### config.mk
export PLATFORM = sky130hd
export DESIGN_NAME = fios_mm_stream_ctrl
export DESIGN_NICKNAME = d
export VERILOG_FILES = /design/src/rtl/fios_mm_stream_ctrl.sv
export SDC_FILE = /design/constraint.sdc
export NUM_CORES = 1
export LEC_CHECK = 0
export BUFFER_PORTS_ARGS = -buffer_cell sky130_fd_sc_hd__buf_2
export CAP_MARGIN = 40
export CORE_UTILIZATION = 25
export DETAILED_ROUTE_END_ITERATION = 7
export GPL_TIMING_DRIVEN = 1
export SLEW_MARGIN = 5
export SYNTH_ARGS = -nofsm -noshare
export SYNTH_HDL_FRONTEND = slang
export SYNTH_SLANG_ARGS = --single-unit
### constraint.sdc
create_clock -name clock_i -period 6.67 [get_ports clock_i]
set_clock_uncertainty 0.05 [all_clocks]
set_input_delay 0.667 -clock clock_i [delete_from_list [all_inputs] [get_ports clock_i]]
set_output_delay 0.667 -clock clock_i [all_outputs]
set_load 0.02 [all_outputs]
### src/rtl/fios_mm_stream_ctrl.sv
// Host-side sequencer around a FIOS Montgomery core: buffers operands, serves the
// core's a/b/p requests, collects result limbs and streams out R or R - p.
module fios_mm_stream_ctrl #(
  parameter int unsigned W         = 17,
  parameter int unsigned s         = 8,
  parameter int unsigned PE_NB     = 8,
  parameter bit          FINAL_SUB = 1'b1,
  localparam int unsigned AW       = (s > 1) ? $clog2(s) : 1
) (
  input  logic                clock_i,
  input  logic                reset_i,
  input  logic                ld_valid_i,
  output logic                ld_ready_o,
  input  logic [1:0]          ld_sel_i,
  input  logic [AW-1:0]       ld_addr_i,
  input  logic [W-1:0]        ld_data_i,
  input  logic                start_i,
  output logic                busy_o,
  output logic                done_o,
  output logic                err_o,
  output logic                core_start_o,
  output logic [PE_NB*W-1:0]  core_a_o,
  input  logic                core_a_shift_i,
  output logic [W-1:0]        core_b_o,
  input  logic                core_b_fetch_i,
  output logic [W-1:0]        core_p_o,
  input  logic                core_p_fetch_i,
  input  logic                core_res_push_i,
  input  logic [W-1:0]        core_res_i,
  input  logic                core_done_i,
  output logic                res_valid_o,
  input  logic                res_ready_i,
  output logic [W-1:0]        res_data_o,
  output logic                res_last_o
);
  localparam int unsigned NWIN = (s + PE_NB - 1) / PE_NB;
  localparam int unsigned WW   = (NWIN > 1) ? $clog2(NWIN) : 1;
  localparam int unsigned CW   = $clog2(s + 1);

  localparam logic [1:0] ST_IDLE   = 2'd0;
  localparam logic [1:0] ST_LAUNCH = 2'd1;
  localparam logic [1:0] ST_RUN    = 2'd2;
  localparam logic [1:0] ST_DRAIN  = 2'd3;

  logic [W-1:0] a_mem [s];
  logic [W-1:0] b_mem [s];
  logic [W-1:0] p_mem [s];
  logic [W-1:0] r_mem [s];
  logic [W-1:0] d_mem [s];

  logic [1:0]         state_q, state_d;
  logic [WW-1:0]      win_q, win_d;
  logic [AW-1:0]      b_idx_q, b_idx_d, p_idx_q, p_idx_d, k_q, k_d;
  logic [CW-1:0]      push_cnt_q, push_cnt_d;
  logic               borrow_q, borrow_d, use_d_q, use_d_d, err_q, err_d;
  logic               done_q, done_d, core_start_q, core_start_d;
  logic               ld_ready_q, ld_ready_d, busy_q, busy_d;
  logic               res_valid_q, res_valid_d, res_last_q, res_last_d;
  logic [W-1:0]       res_data_q, res_data_d, core_b_q, core_b_d, core_p_q, core_p_d;
  logic [PE_NB*W-1:0] core_a_q, core_a_d;

  logic          ld_hit, push_ok, hs;
  logic [AW-1:0] push_idx;
  logic [W:0]    sub;

  assign ld_hit   = ld_valid_i && ld_ready_q && (32'(ld_addr_i) < s) && (ld_sel_i != 2'd3);
  assign push_ok  = (state_q == ST_RUN) && core_res_push_i && (push_cnt_q < CW'(s));
  assign push_idx = AW'(push_cnt_q);
  assign sub      = {1'b0, core_res_i} - {1'b0, p_mem[push_idx]} - (W+1)'(borrow_q);
  assign hs       = res_valid_q && res_ready_i;

  // a window: limb j = a[w*PE_NB + j], zero past the top limb
  function automatic logic [PE_NB*W-1:0] window(input logic [WW-1:0] w);
    logic [PE_NB*W-1:0] v;
    int unsigned idx;
    v = '0;
    for (int unsigned j = 0; j < PE_NB; j++) begin
      idx = 32'(w) * PE_NB + j;
      if (idx < s) v[j*W +: W] = a_mem[AW'(idx)];
    end
    return v;
  endfunction

  // Output limb, forwarding a result limb being written this same cycle
  function automatic logic [W-1:0] sel_res(input logic [AW-1:0] idx, input logic use_d);
    logic [W-1:0] r, dv;
    r  = r_mem[idx];
    dv = d_mem[idx];
    if (push_ok && push_idx == idx) begin
      r  = core_res_i;
      dv = sub[W-1:0];
    end
    return use_d ? dv : r;
  endfunction

  always_comb begin
    state_d      = state_q;
    win_d        = win_q;
    b_idx_d      = b_idx_q;
    p_idx_d      = p_idx_q;
    k_d          = k_q;
    push_cnt_d   = push_cnt_q;
    borrow_d     = borrow_q;
    use_d_d      = use_d_q;
    err_d        = err_q;
    done_d       = 1'b0;
    core_start_d = 1'b0;
    core_a_d     = core_a_q;
    core_b_d     = core_b_q;
    core_p_d     = core_p_q;
    res_data_d   = res_data_q;
    case (state_q)
      ST_IDLE: begin
        if (start_i) state_d = ST_LAUNCH;
      end
      ST_LAUNCH: begin
        state_d      = ST_RUN;
        win_d        = '0;
        b_idx_d      = '0;
        p_idx_d      = '0;
        push_cnt_d   = '0;
        borrow_d     = 1'b0;
        err_d        = 1'b0;
        core_start_d = 1'b1;
        core_a_d     = window('0);
        core_b_d     = b_mem[0];
        core_p_d     = p_mem[0];
      end
      ST_RUN: begin
        if (core_a_shift_i) begin
          win_d    = (win_q == WW'(NWIN - 1)) ? '0 : win_q + WW'(1);
          core_a_d = window(win_d);
        end
        if (core_b_fetch_i) begin
          b_idx_d  = (b_idx_q == AW'(s - 1)) ? '0 : b_idx_q + AW'(1);
          core_b_d = b_mem[b_idx_d];
        end
        if (core_p_fetch_i) begin
          p_idx_d  = (p_idx_q == AW'(s - 1)) ? '0 : p_idx_q + AW'(1);
          core_p_d = p_mem[p_idx_d];
        end
        if (push_ok) begin
          push_cnt_d = push_cnt_q + CW'(1);
          borrow_d   = sub[W];
        end
        if (core_done_i) begin
          state_d    = ST_DRAIN;
          err_d      = err_q | (push_cnt_d != CW'(s));
          use_d_d    = FINAL_SUB & ~borrow_d;
          k_d        = '0;
          res_data_d = sel_res('0, use_d_d);
        end
      end
      default: begin
        if (hs) begin
          if (k_q == AW'(s - 1)) begin
            state_d = ST_IDLE;
            done_d  = 1'b1;
            k_d     = '0;
          end else begin
            k_d        = k_q + AW'(1);
            res_data_d = sel_res(k_d, use_d_q);
          end
        end
      end
    endcase
    ld_ready_d  = (state_d == ST_IDLE);
    busy_d      = (state_d != ST_IDLE);
    res_valid_d = (state_d == ST_DRAIN);
    res_last_d  = (state_d == ST_DRAIN) && (k_d == AW'(s - 1));
  end

  always_ff @(posedge clock_i) begin
    if (reset_i) begin
      state_q      <= ST_IDLE;
      win_q        <= '0;
      b_idx_q      <= '0;
      p_idx_q      <= '0;
      k_q          <= '0;
      push_cnt_q   <= '0;
      borrow_q     <= 1'b0;
      use_d_q      <= 1'b0;
      err_q        <= 1'b0;
      done_q       <= 1'b0;
      core_start_q <= 1'b0;
      ld_ready_q   <= 1'b1;
      busy_q       <= 1'b0;
      res_valid_q  <= 1'b0;
      res_last_q   <= 1'b0;
      res_data_q   <= '0;
      core_a_q     <= '0;
      core_b_q     <= '0;
      core_p_q     <= '0;
    end else begin
      state_q      <= state_d;
      win_q        <= win_d;
      b_idx_q      <= b_idx_d;
      p_idx_q      <= p_idx_d;
      k_q          <= k_d;
      push_cnt_q   <= push_cnt_d;
      borrow_q     <= borrow_d;
      use_d_q      <= use_d_d;
      err_q        <= err_d;
      done_q       <= done_d;
      core_start_q <= core_start_d;
      ld_ready_q   <= ld_ready_d;
      busy_q       <= busy_d;
      res_valid_q  <= res_valid_d;
      res_last_q   <= res_last_d;
      res_data_q   <= res_data_d;
      core_a_q     <= core_a_d;
      core_b_q     <= core_b_d;
      core_p_q     <= core_p_d;
    end
  end

  // Limb buffers keep their contents across reset
  always_ff @(posedge clock_i) begin
    if (ld_hit) begin
      case (ld_sel_i)
        2'd0:    a_mem[ld_addr_i] <= ld_data_i;
        2'd1:    b_mem[ld_addr_i] <= ld_data_i;
        default: p_mem[ld_addr_i] <= ld_data_i;
      endcase
    end
    if (push_ok) begin
      r_mem[push_idx] <= core_res_i;
      d_mem[push_idx] <= sub[W-1:0];
    end
  end

  assign ld_ready_o   = ld_ready_q;
  assign busy_o       = busy_q;
  assign done_o       = done_q;
  assign err_o        = err_q;
  assign core_start_o = core_start_q;
  assign core_a_o     = core_a_q;
  assign core_b_o     = core_b_q;
  assign core_p_o     = core_p_q;
  assign res_valid_o  = res_valid_q;
  assign res_data_o   = res_data_q;
  assign res_last_o   = res_last_q;
endmodule

==> summary.md <==
| Metric | Value |
|---|---|
| Status | finished, final reports clean |
| Bufs on Longest Clock Path | 3 |
| Startpoint Class | flop |
| Total of max-cap violations | 0 |
| Largest delay share family, worst path | multiplexers |
| Synth Register Bits | 894 |
| Stages on the worst setup path | 14 |
| Post_cts resized | 0 |
| Grt ovf | 0 |
| First-pass GRT wire length | 150000 µm |
| Vias | 21700 |
| Total track usage | 13.98% |
| Asr flop ratio synth | 0% |
| FILL cells | 14080 |
| Share of the synthesized area in the top cell type | 57.10% |
| Vias in the first global route | 21790 |
| Insertion delay of the later-clocked pin in the worst-skew pair | 0.72 ns |
| Initial DRC count | 2367 |
| Initial Util | 25.23% |
| CTS buffer count | 94 |
| Hold depth | 2 |
| Storage cell area | 24710 µm² |
| HPWL Detailed | 62460 µm |
| TritonCTS Sinks | 894 |
| Peak supply drop | 0.2722 mV |
| Post-CTS setup buffers | 0 |
| Largest net degree at the start of global routing | 137 |
| Final ANT Viol Nets | 0 |
| Die area | 144600 µm² |
| Die height | 380.2 µm |
| Post-route insts no fill | 4664 |
| Drt total wl | 102300 µm |
| R2R setup slack | 1.46 ns |
| Mapped Area | 35760 µm² |
| RSZ-0062 raised after global routing | false |
| Hold crit path type | in2reg |
| Die span in x | 380.2 µm |
| CP endpoint kind | flop |
| Leak pwr | 14.34 nW |
| Buf/Inv on CP | 2 |
| Worst Tran Pin Value | 1.022 ns |
| Share of layout cells above drive strength 1 | 24.60% |
| Initial antenna violation count | 16 |
| Root buf cell | clkbuf_16 |
| Syn Inst Count | 2428 |
| Top-count cell post-synth | edfxtp_1 |
| Crit-path max cell delay | 0.73 ns |
| Critical Path Fanout Max | 33 |
| Sequential share of the synthesized area | 69.08% |
| Setup TNS Final | 0 ns |
| Number of port buffers | 242 |
| Critical Path End | res_data_o[13] |
| Final critical-path required period | 5.208 ns |
| Final setup viols | 0 |
| RR Endpoint | res_data_o[13] |
| Number of placement rows | 138 |
| Top-Level Pins | 243 |
| Synth warn | 0 |
| Final period util | 78.07% |
| Syn Nets | 2523 |
| Commonest cells post-synth | edfxtp_1 (680), nand2_1 (376), dfxtp_1 (214), a21oi_1 (189), mux4_2 (155) |
| DRC Markers | 0 |
| DR WL/cell | 21.93 µm |
| Relative slew slack | 31.62% |
| Synth Flop Type | edfxtp_1 |
| Post-synth EDFFs | 680 |
| CTS tree | done |
| Max Slew Vio Count | 0 |
| Clock transition at path regs | 0.06 ns |
| Multi-input gate area | 10320 µm² |
| Power Density | 361.4 nW/µm² |
| Final Hold Viols | 0 |
| Slowest cell on the critical path | dfxtp_2 |
| 1st-pass router iterations | 5 |
| Placed insts | 4480 |
| Number of vias per cell | 4.652 |
| # hold bufs at CTS | 0 |
| Routability congestion estimate | 0.8096 |
| Kind of critical path | reg2reg |
| Synth cell types | 68 |
| Syn Area/Cell | 14.73 µm² |
| R2R cell count | 14 |
| CP Cell Sequence | buf_4, mux4_2, mux2_2, ha_1, inv_1, ha_1, and3_1, and4_1, a32oi_1, mux2i_1, nand2_2, mux2i_1, a211o_1, a311oi_1 |
| Synth area leaders | edfxtp_1 (57%), dfxtp_1 (12%), mux4_2 (9.8%) |
| H-tree levels | 3 |
| Syn-to-layout area delta | 19.36% |
| Req. time, crit path | 7.24 ns |
| Net count, final | 2781 |
| Core area | 141800 µm² |
| FMAX | 0.1920 GHz |
| Leading area contributor after synthesis | edfxtp_1 |
| Data arrival, critical path | 5.78 ns |
[flip-flops by register name (all words and copies together) (netlist names), 2 cells and up, named ones only]
name        cells
push_cnt_q      4
core_b_o       17
d_mem         136
p_mem         136
k_q             3
b_idx_q         3
state_q         2
p_idx_q         3
a_mem         136
core_a_o      136
b_mem         136
core_p_o       17
r_mem         136
res_data_o     17
[layer usage]
metal	up-vias	GRT usage [%]	wire length [µm]
met5	-	0	95
met4	16	2.890	1533
met3	136	4.916	10350
met2	795	21.69	46480
met1	11030	18.75	43830
li1	9716	-	-
[cells in the final DEF, fill, tap and decap left out, types with 40 or more instances in the layout]
master     Yosys  routed
buf_4          5      61
a21oi_1      189     187
dfxtp_1      214     212
mux4_2       155     155
clkbuf_16      0      94
mux2i_1       41      41
inv_1         61      61
o21ai_0       54      54
ha_1          44      40
edfxtp_1     680     680
buf_2         25     241
nor2_1       127     122
nand2_1      376     375
mux2_2        52      52
nor3_1        47      43
[power breakdown]
group | internal, mW | switching (mW)
Sequential | 6.48 | 0.286
Combinational | 0.949 | 2.33
Clock | 3.11 | 2.28
Total | 10.5 | 4.89
[layout make-up]
type,instances,share of cell area (%)
antenna,6,0.03518
clock buffer,119,5.755
clock inverter,59,1.694
inverter,62,0.5453
multi-input combinational,1322,24.19
sequential,894,57.89
tap,1890,5.541
timing repair buffer,312,4.353
[worst min-delay path by stage]
stage,startpoint,endpoint,slack [ns]
global placement,core_a_o[96],core_a_o[96],0.39
global route,core_done_i,use_d_q,0.17
CTS,core_done_i,use_d_q,0.14
finish,core_done_i,use_d_q,0.19
detailed placement,core_a_o[67],core_a_o[67],0.39
floorplan,b_idx_q[1],b_idx_q[1],0.41
[logic make-up (layout without fill, tap and decap cells)]
| family | count (synthesis) | count (layout) | share of synthesized area, % |
|---|---|---|---|
| compound gates | 394 | 394 | 6.746 |
| xor+xnor | 19 | 19 | 0.4654 |
| fa+ha+maj | 46 | 46 | 1.652 |
| buf+inv | 212 | 552 | 2.390 |
| flops | 894 | 894 | 69.08 |
| mux | 248 | 248 | 12.55 |
| other cells | 0 | 6 | 0 |
| simple gates | 615 | 615 | 7.117 |
[through the flow]
step	area (µm²)	hold WS, ns	setup WS [ns]	power (mW)	utilization (%)
6_report	42680	0.1921	1.462	15.43	30.11
5_1_grt	42670	0.1678	1.077	16.13	30.10
4_1_cts	42670	0.1443	1.417	15.62	30.10
3_5_place_dp	39490	0.3910	1.434	10.21	27.85
3_3_place_gp	39300	0.3854	1.535	10.12	27.72
2_1_floorplan	35760	0.4078	1.620	8.750	-
Power figures use the tool's default switching activity.
